<file path="src/rtl/rv_instr_encoder_if.sv">
// Field-bundle input and encoded-word output handshakes of the RV32I instruction encoder.
interface rv_instr_encoder_if;
  logic        in_valid;
  logic        in_ready;
  logic [3:0]  in_kind;
  logic [4:0]  in_rd;
  logic [4:0]  in_rs1;
  logic [4:0]  in_rs2;
  logic [2:0]  in_funct3;
  logic [6:0]  in_funct7;
  logic [31:0] in_imm;
  logic        out_valid;
  logic        out_ready;
  logic [31:0] out_instr;
  logic        out_err;
  logic [7:0]  err_count;

  modport master (
    output in_valid, in_kind, in_rd, in_rs1, in_rs2, in_funct3, in_funct7, in_imm, out_ready,
    input  in_ready, out_valid, out_instr, out_err, err_count
  );

  modport slave (
    input  in_valid, in_kind, in_rd, in_rs1, in_rs2, in_funct3, in_funct7, in_imm, out_ready,
    output in_ready, out_valid, out_instr, out_err, err_count
  );
endinterface

</file>
<file path="src/rtl/rv_instr_encoder.sv">
// Streaming RV32I encoder: packs decoded fields into instruction words behind a 2-entry FIFO.
module rv_instr_encoder (
  input logic               clk,
  input logic               rst_n,
  rv_instr_encoder_if.slave bus
);
  localparam logic [31:0] NOP = 32'h0000_0013;

  function automatic logic [7:0] sat_inc(input logic [7:0] v);
    return (v == 8'hFF) ? v : v + 8'd1;
  endfunction

  function automatic logic in_range(input logic signed [31:0] v,
                                    input logic signed [31:0] lo,
                                    input logic signed [31:0] hi);
    return (v >= lo) && (v <= hi);
  endfunction

  logic signed [31:0] imm_p0;
  logic        [31:0] enc_instr_p0;
  logic               enc_err_p0;
  logic        [31:0] raw_instr_p0;

  logic [31:0] head_instr_p1, tail_instr_p1;
  logic        head_err_p1, tail_err_p1;
  logic [1:0]  count_p1, count_nxt;
  logic        in_ready_p1;
  logic [7:0]  err_count_p1;
  logic        push, pop;

  assign imm_p0 = $signed(bus.in_imm);

  // Stage p0: combinational packing and legality check of the offered bundle
  always_comb begin
    raw_instr_p0 = NOP;
    enc_err_p0   = 1'b0;
    case (bus.in_kind)
      4'd0: raw_instr_p0 = {bus.in_funct7, bus.in_rs2, bus.in_rs1, bus.in_funct3, bus.in_rd, 7'b0110011};
      4'd1, 4'd2, 4'd6: begin
        raw_instr_p0 = {imm_p0[11:0], bus.in_rs1, bus.in_funct3, bus.in_rd,
                        (bus.in_kind == 4'd1) ? 7'b0010011 :
                        (bus.in_kind == 4'd2) ? 7'b0000011 : 7'b1100111};
        enc_err_p0   = !in_range(imm_p0, -32'sd2048, 32'sd2047);
      end
      4'd3: begin
        raw_instr_p0 = {imm_p0[11:5], bus.in_rs2, bus.in_rs1, bus.in_funct3, imm_p0[4:0], 7'b0100011};
        enc_err_p0   = !in_range(imm_p0, -32'sd2048, 32'sd2047);
      end
      4'd4: begin
        raw_instr_p0 = {imm_p0[12], imm_p0[10:5], bus.in_rs2, bus.in_rs1, bus.in_funct3,
                        imm_p0[4:1], imm_p0[11], 7'b1100011};
        enc_err_p0   = !in_range(imm_p0, -32'sd4096, 32'sd4094) || imm_p0[0];
      end
      4'd5: begin
        raw_instr_p0 = {imm_p0[20], imm_p0[10:1], imm_p0[11], imm_p0[19:12], bus.in_rd, 7'b1101111};
        enc_err_p0   = !in_range(imm_p0, -32'sd1048576, 32'sd1048574) || imm_p0[0];
      end
      4'd7, 4'd8: begin
        raw_instr_p0 = {imm_p0[31:12], bus.in_rd, (bus.in_kind == 4'd7) ? 7'b0110111 : 7'b0010111};
        enc_err_p0   = (imm_p0[11:0] != 12'd0);
      end
      default: enc_err_p0 = 1'b1;
    endcase
  end

  assign enc_instr_p0 = enc_err_p0 ? NOP : raw_instr_p0;

  assign push = bus.in_valid & in_ready_p1;
  assign pop  = (count_p1 != 2'd0) & bus.out_ready;

  always_comb begin
    count_nxt = count_p1;
    if (push && !pop)      count_nxt = count_p1 + 2'd1;
    else if (pop && !push) count_nxt = count_p1 - 2'd1;
  end

  // Stage p1: FIFO storage; head is always the visible output entry
  always_ff @(posedge clk or negedge rst_n) begin
    if (!rst_n) begin
      count_p1      <= 2'd0;
      in_ready_p1   <= 1'b1;
      err_count_p1  <= 8'd0;
      head_instr_p1 <= 32'd0;
      head_err_p1   <= 1'b0;
      tail_instr_p1 <= 32'd0;
      tail_err_p1   <= 1'b0;
    end else begin
      count_p1    <= count_nxt;
      in_ready_p1 <= (count_nxt != 2'd2);
      if (push && enc_err_p0)
        err_count_p1 <= sat_inc(err_count_p1);
      if (push && ((count_p1 == 2'd0) || (count_p1 == 2'd1 && pop))) begin
        head_instr_p1 <= enc_instr_p0;
        head_err_p1   <= enc_err_p0;
      end else if (pop && count_p1 == 2'd2) begin
        head_instr_p1 <= tail_instr_p1;
        head_err_p1   <= tail_err_p1;
      end
      if (push && !pop && count_p1 == 2'd1) begin
        tail_instr_p1 <= enc_instr_p0;
        tail_err_p1   <= enc_err_p0;
      end
    end
  end

  assign bus.in_ready  = in_ready_p1;
  assign bus.out_valid = (count_p1 != 2'd0);
  assign bus.out_instr = head_instr_p1;
  assign bus.out_err   = head_err_p1;
  assign bus.err_count = err_count_p1;
endmodule

</file>
<file path="src/flat_wrapper.sv">
// flat-port wrapper written by rule: the top's interface ports become plain ports
module rv_instr_encoder_flat 
  (clk, rst_n, bus_in_valid, bus_in_kind, bus_in_rd, bus_in_rs1, bus_in_rs2, bus_in_funct3, bus_in_funct7, bus_in_imm, bus_out_ready, bus_in_ready, bus_out_valid, bus_out_instr, bus_out_err, bus_err_count);
  rv_instr_encoder_if bus_i ();
  input logic clk;
  input logic rst_n;
  input wire logic [$bits(bus_i.in_valid)-1:0] bus_in_valid;
  input wire logic [$bits(bus_i.in_kind)-1:0] bus_in_kind;
  input wire logic [$bits(bus_i.in_rd)-1:0] bus_in_rd;
  input wire logic [$bits(bus_i.in_rs1)-1:0] bus_in_rs1;
  input wire logic [$bits(bus_i.in_rs2)-1:0] bus_in_rs2;
  input wire logic [$bits(bus_i.in_funct3)-1:0] bus_in_funct3;
  input wire logic [$bits(bus_i.in_funct7)-1:0] bus_in_funct7;
  input wire logic [$bits(bus_i.in_imm)-1:0] bus_in_imm;
  input wire logic [$bits(bus_i.out_ready)-1:0] bus_out_ready;
  output wire logic [$bits(bus_i.in_ready)-1:0] bus_in_ready;
  output wire logic [$bits(bus_i.out_valid)-1:0] bus_out_valid;
  output wire logic [$bits(bus_i.out_instr)-1:0] bus_out_instr;
  output wire logic [$bits(bus_i.out_err)-1:0] bus_out_err;
  output wire logic [$bits(bus_i.err_count)-1:0] bus_err_count;
  assign bus_i.in_valid = bus_in_valid;
  assign bus_i.in_kind = bus_in_kind;
  assign bus_i.in_rd = bus_in_rd;
  assign bus_i.in_rs1 = bus_in_rs1;
  assign bus_i.in_rs2 = bus_in_rs2;
  assign bus_i.in_funct3 = bus_in_funct3;
  assign bus_i.in_funct7 = bus_in_funct7;
  assign bus_i.in_imm = bus_in_imm;
  assign bus_i.out_ready = bus_out_ready;
  assign bus_in_ready = bus_i.in_ready;
  assign bus_out_valid = bus_i.out_valid;
  assign bus_out_instr = bus_i.out_instr;
  assign bus_out_err = bus_i.out_err;
  assign bus_err_count = bus_i.err_count;
  rv_instr_encoder u_core (.clk(clk), .rst_n(rst_n), .bus(bus_i));
endmodule
</file>
<file path="config.mk">
export PLATFORM = sky130hd
export DESIGN_NAME = rv_instr_encoder_flat
export DESIGN_NICKNAME = d
export VERILOG_FILES = /design/src/rtl/rv_instr_encoder_if.sv /design/src/rtl/rv_instr_encoder.sv /design/src/flat_wrapper.sv
export SDC_FILE = /design/constraint.sdc
export NUM_CORES = 1
export LEC_CHECK = 0
export BUFFER_PORTS_ARGS = -buffer_cell sky130_fd_sc_hd__buf_2
export CAP_MARGIN = 20
export CORE_AREA = 2 2 127 67
export CTS_BUF_LIST = sky130_fd_sc_hd__clkbuf_8
export CTS_CLUSTER_SIZE = 40
export DETAILED_ROUTE_END_ITERATION = 8
export DIE_AREA = 0 0 129 69
export GPL_TIMING_DRIVEN = 0
export PLACE_DENSITY = 0.86
export SYNTH_ARGS = -nofsm -noshare
export SYNTH_HDL_FRONTEND = slang
export SYNTH_SLANG_ARGS = --single-unit
</file>
<file path="constraint.sdc">
create_clock -name clk -period 4.4 [get_ports clk]
set_input_delay 0.44 -clock clk [delete_from_list [all_inputs] [get_ports clk]]
set_output_delay 0.44 -clock clk [all_outputs]
set_load 0.01 [all_outputs]
</file>
==> results by group, run 1 <==
Floorplan
  • Die X: roughly 130 um
  • Row cnt: 23
  • Initial Utilization: around three fifths
  • Die area: between 8000 and 9000 um2
  • Core area: about 7800 um2
  • Num ports: roughly 110
  • Die Y: roughly 69 um

Clock tree
  • TritonCTS Buffers: 9
  • Clock Path Buffers: 2
  • Sink Count: 75
  • # hold bufs at CTS: 0
  • Number of setup buffers added after CTS: 0
  • Worst-Skew Late Latency: between 0.3 and 0.4 ns
  • Clock Tree Root: clkbuf_8
  • PostCTS Resize Cnt: 0
  • Htree depth: 3
  • Clk pin slew, worst setup/hold paths: 0.09 ns
  • CTS tree: done

Placement
  • IO Port Bufs: ~110
  • DP HPWL: about 11 mm
  • RD Place Congestion: about 0.96
  • Dpl cells: 751

Pwr
  • Leakage: roughly 2.6 nW
  • VDD IR max: 0.240 mV
  • PwrDens: ~500 nW/um2

Route
  • Via Count: 4812
  • Avg Vias per Cell: roughly 6.3
  • Drt wl/cell: 19.2 um
  • Iteration-0 DRC count of the detailed router: around 650
  • DR DRC count: 0
  • 1st-pass router iterations: 5
  • Routed Antenna Nets: 0
  • Final WL: 14.7 mm

Timing
  • Setup violators final: 0
  • Worst Tran Pin Value: approximately 0.93 ns
  • RSZ-0062 raised after global routing: no
  • Clk_skew: 0.0107 ns
  • Max Clk Rate: around 390 MHz
  • Tmin final: approximately 2.6 ns
  • Count of final max-slew check failures: 0
  • Crit share post-route: 58.4%
  • Hold Fails Final Rpt: 0
  • Rel. slew slack: 37.8%
  • Post-Route Setup TNS: 0 ns

Global route
  • Initial antenna violation count: 0
  • Vias in the first global route: around 4400
  • GRT overflow: 0
  • First-pass GRT wire length: ~23 mm
  • Largest net degree at the start of global routing: 76
  • Overall routing resource usage: between 30% and 40%

Finish
  • Layout area overhead: 20.2%
  • Layout Cells excl Fill: roughly 770
  • Share of cells above drive strength 1: roughly 23%
  • ANT cells: 0
  • Final Core Density: 70.5%
  • Nets: 719

Flow run
  • # Max-Cap Violations: 0

Yosys
  • Main synth FF type: dfrtp_1
  • Synthesis warning total: 0
  • Syn Nets: about 600
  • Mapped Avg Cell Area: around 8.6 um2
  • Synth cell types: 47
  • Seq/Total Area, Yosys: approximately two fifths
  • Seq cells post-synth: 75
  • Cell Area, Synth: between 4000 and 5000 um2
  • EDFF count, synth: 0
  • Share of synthesized registers carrying an async set or reset: 100%
  • Gate Count Post-Synth: 533

Setup path
  • Worst EP required: around 4.6 ns
  • Kind of critical path: flop to flop
  • Critical Path End Type: flop
  • Crit Path Max Fanout: 10
  • Critical path arrival: approximately 2.8 ns
  • Crit path launch type: flop

Min path
  • Worst Hold Class: input port to async pin

Status
  • Status: finished, final reports clean
==> cells in the mapped netlist, types with 5 or more instances <==
| library cell | n | area share, % |
|---|---|---|
| nand2_1 | 87 | 7.1 |
| a22o_1 | 5 | 0.96 |
| nor4_1 | 10 | 1.4 |
| o22ai_1 | 9 | 1.2 |
| dfrtp_1 | 74 | 40 |
| a221o_1 | 7 | 1.5 |
| clkbuf_1 | 23 | 1.9 |
| nor3_1 | 8 | 0.88 |
| o21ai_0 | 36 | 3.9 |
| mux2i_1 | 34 | 7.4 |
| a221oi_1 | 5 | 0.96 |
| nand4_1 | 12 | 1.6 |
| a21oi_1 | 28 | 3.1 |
| mux2_2 | 8 | 2.0 |
| o21ai_1 | 28 | 3.1 |
| nor2_1 | 25 | 2.1 |
| and3_1 | 8 | 1.1 |
| o31ai_1 | 7 | 1.1 |
| nor2b_1 | 21 | 2.9 |
| a22oi_1 | 11 | 1.8 |
| buf_2 | 8 | 0.88 |
| nand2b_1 | 7 | 0.96 |
| nand3_1 | 27 | 3.0 |
==> cells by family (layout without fill, tap and decap cells) <==
| logic type | Yosys count | in the layout | share of synthesized area [%] |
|---|---|---|---|
| simple gates | 214 | 214 | 22.6 |
| fa+ha+maj | 4 | 4 | 1.09 |
| buf+inv | 46 | 168 | 4.73 |
| flops | 75 | 75 | 41.0 |
| mux | 43 | 43 | 9.65 |
| xor+xnor | 6 | 6 | 1.15 |
| compound gates | 145 | 145 | 19.7 |
==> per-stage QoR <==
stage | area, um2 | setup WS (ns) | total power (W) | hold slack [ns]
3_5_place_dp | 5250 | 1.56 | 0.00199 | 0.460
5_1_grt | 5500 | 1.68 | 0.00281 | 0.296
4_1_cts | 5500 | 1.86 | 0.00266 | 0.254
6_report | 5500 | 1.83 | 0.00268 | 0.235
3_3_place_gp | 5250 | 1.60 | 0.00194 | 0.449
2_1_floorplan | 4580 | 2.06 | 0.00161 | 0.144
==> routing by layer <==
layer  GRT usage, %  vias up  wire length [um]
li1               -     2167                 -
met1           51.5     2253              6430
met2           45.9      359              6030
met3           9.24       33              2060
met4           8.21        0               219
met5              0        -                 0
==> sequential cells by signal (all words and copies together), names as in the netlist <==
signal / flops
u_core.count_p1: 2
u_core.bus.out_instr: 31
u_core.bus.out_err: 1
u_core.tail_err_p1: 1
u_core.bus.in_ready: 1
u_core.bus.err_count: 8
u_core.tail_instr_p1: 31
==> power by group <==
group	switching [W]	internal (W)
registers	0.000141	0.000905
logic	0.000571	0.000381
clock network	0.000284	0.000394
==> worst paths after layout <==
check,from,slack [ns],cells past startpoint,endpoint
setup / recovery,u_core.count_p1[0],1.83,8,u_core.bus.out_instr[30]
hold / removal,rst_n,0.23,1,u_core.count_p1[0]
setup reg to reg,u_core.count_p1[0],1.83,8,u_core.bus.out_instr[30]
hold reg to reg,u_core.bus.err_count[5],0.49,1,u_core.bus.err_count[5]
max in group asynchronous,rst_n,3.59,1,u_core.bus.out_instr[16]
min in group clk,bus_out_ready,0.42,3,u_core.bus.out_instr[1]
==> cells in the final DEF, fill, tap and decap left out, types with 11 or more instances in the layout <==
cell,instances
a21oi_1,28
nor2b_1,21
clkbuf_1,23
a22oi_1,11
nor2_1,25
nand2_1,87
nand4_1,12
o21ai_1,28
nand3_1,27
dfrtp_1,74
mux2i_1,34
o21ai_0,36
buf_2,113
==> critical path: stages (launching register included) <==
cell and delay [ns]:
dfrtp_1 0.40, inv_1 0.13, ha_1 0.22, nor2b_1 0.12, nand2_1 0.22, buf_2 0.33
buf_1 0.60, mux2i_1 0.27, o21ai_0 0.13
==> cell type report <==
type / count / area [um2]
Tap cell: 112 / 140
Timing Repair Buffer: 106 / 533
Fill cell: 636 / 2300
Multi-Input combinational cell: 412 / 2480
Buffer: 41 / 198
Sequential cell: 75 / 1880
Inverter: 5 / 18.8
Clock inverter: 6 / 111
Clock buffer: 10 / 138
No activity file was read; power rests on OpenSTA's default activity.
==> run 2: changes to the inputs <==
--- a/config.mk
+++ b/config.mk
@@ -5,15 +5,16 @@
 export SDC_FILE = /design/constraint.sdc
 export NUM_CORES = 1
 export LEC_CHECK = 0
+export ABC_AREA = 1
 export BUFFER_PORTS_ARGS = -buffer_cell sky130_fd_sc_hd__buf_2
 export CAP_MARGIN = 20
-export CORE_AREA = 2 2 127 67
+export CORE_AREA = 2 2 137 72
 export CTS_BUF_LIST = sky130_fd_sc_hd__clkbuf_8
 export CTS_CLUSTER_SIZE = 40
 export DETAILED_ROUTE_END_ITERATION = 8
-export DIE_AREA = 0 0 129 69
+export DIE_AREA = 0 0 139 74
 export GPL_TIMING_DRIVEN = 0
-export PLACE_DENSITY = 0.86
+export PLACE_DENSITY = 0.77
 export SYNTH_ARGS = -nofsm -noshare
 export SYNTH_HDL_FRONTEND = slang
 export SYNTH_SLANG_ARGS = --single-unit
==> constraint.sdc (replaced) <==
create_clock -name clk -period 2.3 [get_ports clk]
set_input_delay 0.23 -clock clk [delete_from_list [all_inputs] [get_ports clk]]
set_output_delay 0.23 -clock clk [all_outputs]
set_load 0.01 [all_outputs]
==> run 2 against run 1 <==
Net effect:
- cell count rose by 15%
- worst setup slack lost 1.6 ns
- register-to-register slack worse by 1.6 ns
- total power is 120% higher
==> results by group, run 2 <==
Status
  • Status: finished, final reports clean

Finish
  • FF+latch area: 1880 um2 (unchanged)
  • Share of cells above drive strength 1: 20.9% (-2.1 points)
  • Design area: 5510 um2 (+0.16%)
  • Most common cell after layout, fill and taps aside: nand2_1
  • Area occupied by multi-input gates: 2320 um2 (-6.5%)
  • Nets: 828 (+15%)
  • Layout area overhead: 21.7%
  • ANT cells: 0 (unchanged)
  • FILL cells: 839 (+32%)
  • Commonest cells after routing, fill and taps aside: 212 x nand2_1, 109 x buf_2, 74 x dfrtp_1

Yosys
  • Synth cell types: 32 (-32%)
  • EDFF count, synth: 0 (unchanged)
  • Post-synth top area cell: dfrtp_1
  • Mapped Avg Cell Area: 7.07 um2 (-18%)
  • Seq cells post-synth: 75 (unchanged)
  • Cell Area, Synth: 4520 um2 (-1.1%)
  • Top post-synthesis cells by area: dfrtp_1 41%, nand2_1 18%, a21oi_1 6.5%
  • Syn Nets: 709 (+18%)
  • Synthesis warning total: 0 (unchanged)
  • Post-synth top cells: 212 x nand2_1, 74 x dfrtp_1, 59 x a21oi_1
  • Count leader, synth: nand2_1
  • Seq/Total Area, Yosys: 41.5% (+0.47 points)
  • Main synth FF type: dfrtp_1
  • Top-area cell type share of the netlist area: 40.9% (+0.46 points)
  • Share of synthesized registers carrying an async set or reset: 100% (unchanged)
  • Gate Count Post-Synth: 640 (+20%)

Pwr
  • Gate power share: 40.5% (+4.9 points)
  • PwrDens: 1060 nW/um2 (+120%)
  • Internal power: 0.00348 W (+110%)
  • VDD IR max: 0.688 mV (+190%)
  • Clock power frac: 21.7% (-3.6 points)
  • Register share of total power: 37.8% (-1.3 points)
  • Total power: 0.00581 W (+120%)
  • Net Sw Frac: 40.2% (+2.9 points)
  • P_sw: 0.00234 W (+130%)
  • Leakage: 2.89 nW (+10%)

Clock tree
  • Sink Count: 75 (unchanged)
  • Clock Path Buffers: 2 (unchanged)
  • Clock Tree Root: clkbuf_8
  • Clk pin slew, worst setup/hold paths: 0.08 ns (about the same)
  • TritonCTS Buffers: 9 (unchanged)
  • CTS tree: done
  • Htree depth: 3 (unchanged)
  • Worst-Skew Late Latency: 0.36 ns (about the same)
  • Number of setup buffers added after CTS: 0 (unchanged)

Timing
  • Worst hold margin: 0.273 ns (+0.0380 ns)
  • RSZ-0062 raised after global routing: no
  • Worst Tran Pin Value: 0.536 ns (-0.397 ns)
  • Post-Route Setup TNS: 0 ns (unchanged)
  • Hold Fails Final Rpt: 0 (unchanged)
  • Max Clk Rate: 485 MHz (+25%)
  • Tmin final: 2.06 ns (-0.510 ns)
  • Crit share post-route: 89.6% (+31 points)
  • Clk_skew: 0.00755 ns (-0.00316 ns)
  • Count of final max-slew check failures: 0 (unchanged)
  • Setup violators final: 0 (unchanged)
  • Rel. slew slack: 64.3% (+26 points)

Setup path
  • Crit path launch type: flop
  • Critical Path End Type: flop
  • Kind of critical path: flop to flop
  • Crit Path Max Fanout: 10 (unchanged)
  • Critical path arrival: 2.33 ns (-0.45 ns)
  • Worst EP required: 2.57 ns (-2.04 ns)

Route
  • Drt wl/cell: 17.6 um (-8.6%)
  • 1st-pass router iterations: 6 (+1)
  • Final WL: 15.5 mm (+5.4%)
  • Iteration-0 DRC count of the detailed router: 460 (-29%)
  • Avg Vias per Cell: 5.59 (-11%)
  • Via Count: 4945 (+2.8%)
  • Routed Antenna Nets: 0 (unchanged)
  • DR DRC count: 0 (unchanged)

Placement
  • DP HPWL: 12.2 mm (+8.6%)
  • RD Place Congestion: 0.970 (+1.1%)
  • IO Port Bufs: 106 (unchanged)
  • Cell Area, Placed: 5240 um2 (-0.24%)

Floorplan
  • Core area: 9130 um2 (+17%)
  • Die area: 10300 um2 (+16%)
  • Die X: 139 um (+7.8%)
  • Initial Utilization: 49.5% (-9.1 points)
  • Die Y: 74 um (+7.2%)
  • Num ports: 108 (unchanged)
  • Row cnt: 25 (+8.7%)

Min path
  • Worst Hold Class: input port to flop

Global route
  • Met1 Usage GRT: 48.5% (-3.0 points)
  • First-pass GRT wire length: 23.9 mm (+3.6%)
  • Overall routing resource usage: 30.8% (-2.6 points)
  • Met2 usage: 40.9% (-4.9 points)
  • GR Util met3: 10.2% (+1.0 points)
  • GRT busiest layer: met1
  • Largest net degree at the start of global routing: 76 (unchanged)
  • Vias in the first global route: 4427 (-0.14%)
  • GRT overflow: 0 (unchanged)
  • Initial antenna violation count: 0 (unchanged)

Flow run
  • # Max-Cap Violations: 0 (unchanged)
-- run 2: cell types whose count changed after synthesis, sizes merged, moves of 10 or more --
cell	change
nand2	+125
inv	+41
mux2i	-34
nor2	+34
a21oi	+33
nand3	+29
nor2b	-21
nor4	-10
-- run 2: stage by stage --
step / worst slack (ns) / instances / util (%)
after global placement: 0.124 / 867 / 57.0
final: 0.240 / 885 / 60.3
after global routing: 0.0589 / 885 / 60.3
after floorplan: 0.601 / 640 / -
after CTS: 0.137 / 885 / 60.2
after detailed placement: 0.157 / 868 / 57.3
-- run 2: area by class of cell --
type	count	share of cell area [%]
Buffer	30	2.95
Timing Repair Buffer	108	10.4
Multi-Input combinational cell	489	42.1
Clock inverter	6	2.04
Clock buffer	10	2.50
Tap cell	121	2.75
Inverter	46	3.14
Sequential cell	75	34.1
-- run 2: cells by family (layout without fill, tap and decap cells) --
logic type,Yosys count,after routing,synth area share [%]
simple gates,344,344,32.7
compound gates,134,134,15.9
buf+inv,76,200,7.41
flops,75,75,41.5
xor+xnor,7,7,1.36
fa+ha+maj,4,4,1.11
-- run 2: power by group through the flow --
| stage | Sequential, W | Combinational (W) | Clock (W) |
|---|---|---|---|
| after floorplan | 0.00228 | 0.00132 | 0 |
| after global placement | 0.00217 | 0.00221 | 0 |
| after detailed placement | 0.00221 | 0.00229 | 0 |
| after CTS | 0.00219 | 0.00233 | 0.00127 |
| after global routing | 0.00226 | 0.00264 | 0.00133 |
| final | 0.00220 | 0.00235 | 0.00126 |
-- run 2: final timing paths --
| check | to | slack [ns] | from | cells past startpoint |
|---|---|---|---|---|
| min in group asynchronous | u_core.bus.err_count[4] | 0.42 | rst_n | 3 |
| worst max-delay path | u_core.bus.out_instr[8] | 0.24 | u_core.count_p1[0] | 8 |
| worst min register to register | u_core.tail_instr_p1[1] | 0.45 | u_core.tail_instr_p1[1] | 2 |
| worst min-delay path | u_core.tail_instr_p1[18] | 0.27 | bus_in_rs1[3] | 5 |
| worst max register to register | u_core.bus.out_instr[8] | 0.24 | u_core.count_p1[0] | 8 |
| max in group asynchronous | u_core.bus.in_ready | 1.54 | rst_n | 3 |
-- run 2: worst max-delay path, stage by stage, from the launching register on --
cell and delay (ns):
dfrtp_1 0.41, inv_1 0.08, ha_1 0.20, inv_1 0.12, nand3_1 0.25, inv_1 0.17, clkbuf_1 0.41, a21oi_1 0.13
a21oi_1 0.20
-- run 2: routing by layer --
layer,routed length [um],part of all wire [%]
met5,0,0
met4,139,0.89
met3,1740,11
met2,6000,39
met1,7660,49
-- run 2: what timing repair did --
action / in CTS / in global routing
resized for setup: 0 / 2
endpoints found under the hold margin: 74 / 0
hold buffers: 1 / 0
endpoints found under the setup margin: 0 / 22
==> run 3: changes to the inputs <==
--- a/config.mk
+++ b/config.mk
@@ -13,8 +13,7 @@
 export CTS_CLUSTER_SIZE = 40
 export DETAILED_ROUTE_END_ITERATION = 8
 export DIE_AREA = 0 0 139 74
-export GPL_TIMING_DRIVEN = 0
-export PLACE_DENSITY = 0.77
+export PLACE_DENSITY = 0.78
 export SYNTH_ARGS = -nofsm -noshare
 export SYNTH_HDL_FRONTEND = slang
 export SYNTH_SLANG_ARGS = --single-unit
==> run 3 against run 2 <==
Net effect:
- total power down 3.0%
- maximum frequency rose by 3.6%
- worst setup slack improved by 0.072 ns
- core utilization decreased by 0.86 points
- first-iteration DRC count up 21%
- critical path type unchanged
- largest power group unchanged
==> results by group, run 3 (synthesized netlist as in run 2, its figures left out) <==
Timing
  • Rel. slew slack: 54.0% (-10 points)
  • Crit share post-route: 86.5% (-3.1 points)
  • Hold Fails Final Rpt: 0 (unchanged)
  • Post-Route Setup TNS: 0 ns (unchanged)
  • Max Clk Rate: 503 MHz (+3.6%)
  • Clk_skew: 0.00872 ns (+0.00118 ns)
  • Worst Tran Pin Value: 0.687 ns (+0.151 ns)
  • Worst hold margin: 0.276 ns (+0.00299 ns)
  • Setup violators final: 0 (unchanged)
  • Count of final max-slew check failures: 0 (unchanged)
  • RSZ-0062 raised after global routing: no
  • Tmin final: 1.99 ns (-0.0718 ns)

Finish
  • Most common cell after layout, fill and taps aside: nand2_1
  • FILL cells: 881 (+5.0%)
  • Design area: 5430 um2 (-1.4%)
  • Commonest cells after routing, fill and taps aside: 212 x nand2_1, 106 x buf_2, 74 x dfrtp_1
  • ANT cells: 0 (unchanged)
  • FF+latch area: 1880 um2 (unchanged)
  • Share of cells above drive strength 1: 21.4% (+0.48 points)
  • Layout Cells excl Fill: 868 (-1.9%)
  • Layout area overhead: 20.0%
  • Area occupied by multi-input gates: 2310 um2 (-0.27%)
  • Nets: 811 (-2.1%)

Pwr
  • Net Sw Frac: 39.9% (-0.24 points)
  • Register share of total power: 39.2% (+1.4 points)
  • PwrDens: 1040 nW/um2 (-1.6%)
  • Gate power share: 40.5% (about the same)
  • Clock power frac: 20.3% (-1.4 points)
  • VDD IR max: 0.514 mV (-25%)
  • Internal power: 0.00339 W (-2.7%)
  • Leakage: 2.87 nW (-0.64%)
  • P_sw: 0.00225 W (-3.6%)
  • Total power: 0.00564 W (-3.0%)

Clock tree
  • TritonCTS Buffers: 9 (unchanged)
  • Htree depth: 3 (unchanged)
  • Clk pin slew, worst setup/hold paths: 0.07 ns (about the same)
  • Clock Path Buffers: 2 (unchanged)
  • # hold bufs at CTS: 1 (unchanged)
  • Number of setup buffers added after CTS: 0 (unchanged)
  • Clock Tree Root: clkbuf_8
  • Worst-Skew Late Latency: 0.36 ns (about the same)
  • CTS tree: done
  • Sink Count: 75 (unchanged)
  • PostCTS Resize Cnt: 0 (unchanged)

Route
  • Routed Antenna Nets: 0 (unchanged)
  • Avg Vias per Cell: 5.60 (+0.14%)
  • Via Count: 4857 (-1.8%)
  • Iteration-0 DRC count of the detailed router: 557 (+21%)
  • 1st-pass router iterations: 5 (-1)
  • DR DRC count: 0 (unchanged)
  • Final WL: 14.9 mm (-4.4%)
  • Drt wl/cell: 17.1 um (-2.5%)

Floorplan
  • Die area: 10300 um2 (unchanged)
  • Row cnt: 25 (unchanged)
  • Core area: 9130 um2 (unchanged)
  • Die Y: 74 um (unchanged)
  • Initial Utilization: 49.5% (unchanged)
  • Die X: 139 um (unchanged)
  • Num ports: 108 (unchanged)

Placement
  • RD Place Congestion: 1.09 (+12%)
  • DP HPWL: 11.3 mm (-6.8%)
  • Dpl cells: 851 (-2.0%)
  • IO Port Bufs: 107 (+0.94%)
  • Cell Area, Placed: 5190 um2 (-0.88%)

Min path
  • Hold wc startpoint: bus_in_rs1[3]
  • Worst Hold Class: input port to flop

Setup path
  • Critical Path End Type: flop
  • Critical path arrival: 2.23 ns (-0.10 ns)
  • Crit path launch type: flop
  • Crit Reg-Reg Startpoint: u_core.bus.err_count[0]
  • CP Launch Point: u_core.bus.err_count[0]
  • Worst EP required: 2.54 ns (-0.03 ns)
  • Kind of critical path: flop to flop
  • Crit Path Max Fanout: 9 (-1)

Global route
  • Vias in the first global route: 4451 (+0.54%)
  • Largest net degree at the start of global routing: 62 (-18%)
  • Initial antenna violation count: 0 (unchanged)
  • GRT overflow: 0 (unchanged)
  • First-pass GRT wire length: 23.5 mm (-1.7%)
  • Overall routing resource usage: 29.9% (-0.91 points)

Flow run
  • # Max-Cap Violations: 0 (unchanged)

Status
  • Status: finished, final reports clean
run 3: changes by cell type in the layout (fill, tap and decap cells not counted), moves of 2 or more:
cell / change
clkbuf_1: -19
buf_6: -3
buf_2: -3
buf_12: +3
clkinv_4: -2
buf_4: +7
run 3: worst paths after layout:
path | end | slack [ns] | cells past startpoint
worst max-delay path | u_core.bus.err_count[1] | 0.31 | 7
worst min-delay path | u_core.tail_instr_p1[18] | 0.28 | 5
worst max register to register | u_core.bus.err_count[1] | 0.31 | 7
worst min register to register | u_core.tail_instr_p1[1] | 0.46 | 2
max in group asynchronous | u_core.bus.in_ready | 1.21 | 3
min in group asynchronous | u_core.bus.err_count[0] | 0.38 | 2
run 3: power by group through the flow:
| stage | registers [W] | clock network (W) | logic [W] |
|---|---|---|---|
| after floorplan | 0.00228 | 0 | 0.00132 |
| after global placement | 0.00219 | 0 | 0.00218 |
| after detailed placement | 0.00221 | 0 | 0.00226 |
| after CTS | 0.00219 | 0.00117 | 0.00228 |
| after global routing | 0.00226 | 0.00122 | 0.00259 |
| final | 0.00221 | 0.00115 | 0.00228 |
run 3: per-layer routing:
metal	routed length (um)	track usage, %	vias to the layer above
li1	-	-	2296
met1	7220	44.9	2314
met2	5770	40.9	234
met3	1770	12.4	13
met4	98	4.26	0
met5	0	0	-
run 3: final cells by class:
cell class | count | area share (%)
Clock buffer | 11 | 2.79
Clock inverter | 5 | 1.41
Inverter | 46 | 3.18
Multi-Input combinational cell | 489 | 42.6
Sequential cell | 75 | 34.6
Tap cell | 121 | 2.79
Timing Repair Buffer | 121 | 12.6
run 3: through the flow:
stage | utilization (%) | worst slack (ns)
5_1_grt | 59.4 | 0.112
3_5_place_dp | 56.8 | 0.0992
6_report | 59.4 | 0.311
2_1_floorplan | - | 0.601
3_3_place_gp | 56.8 | -0.0342
4_1_cts | 59.4 | 0.342
run 3: worst max-delay path, stage by stage (launching register included):
cell	delay (ns)
dfrtp_1	0.43
ha_1	0.24
nand2_1	0.09
nor2_1	0.07
a31oi_1	0.51
nand2_1	0.34
nand2_1	0.13
nand2_1	0.06
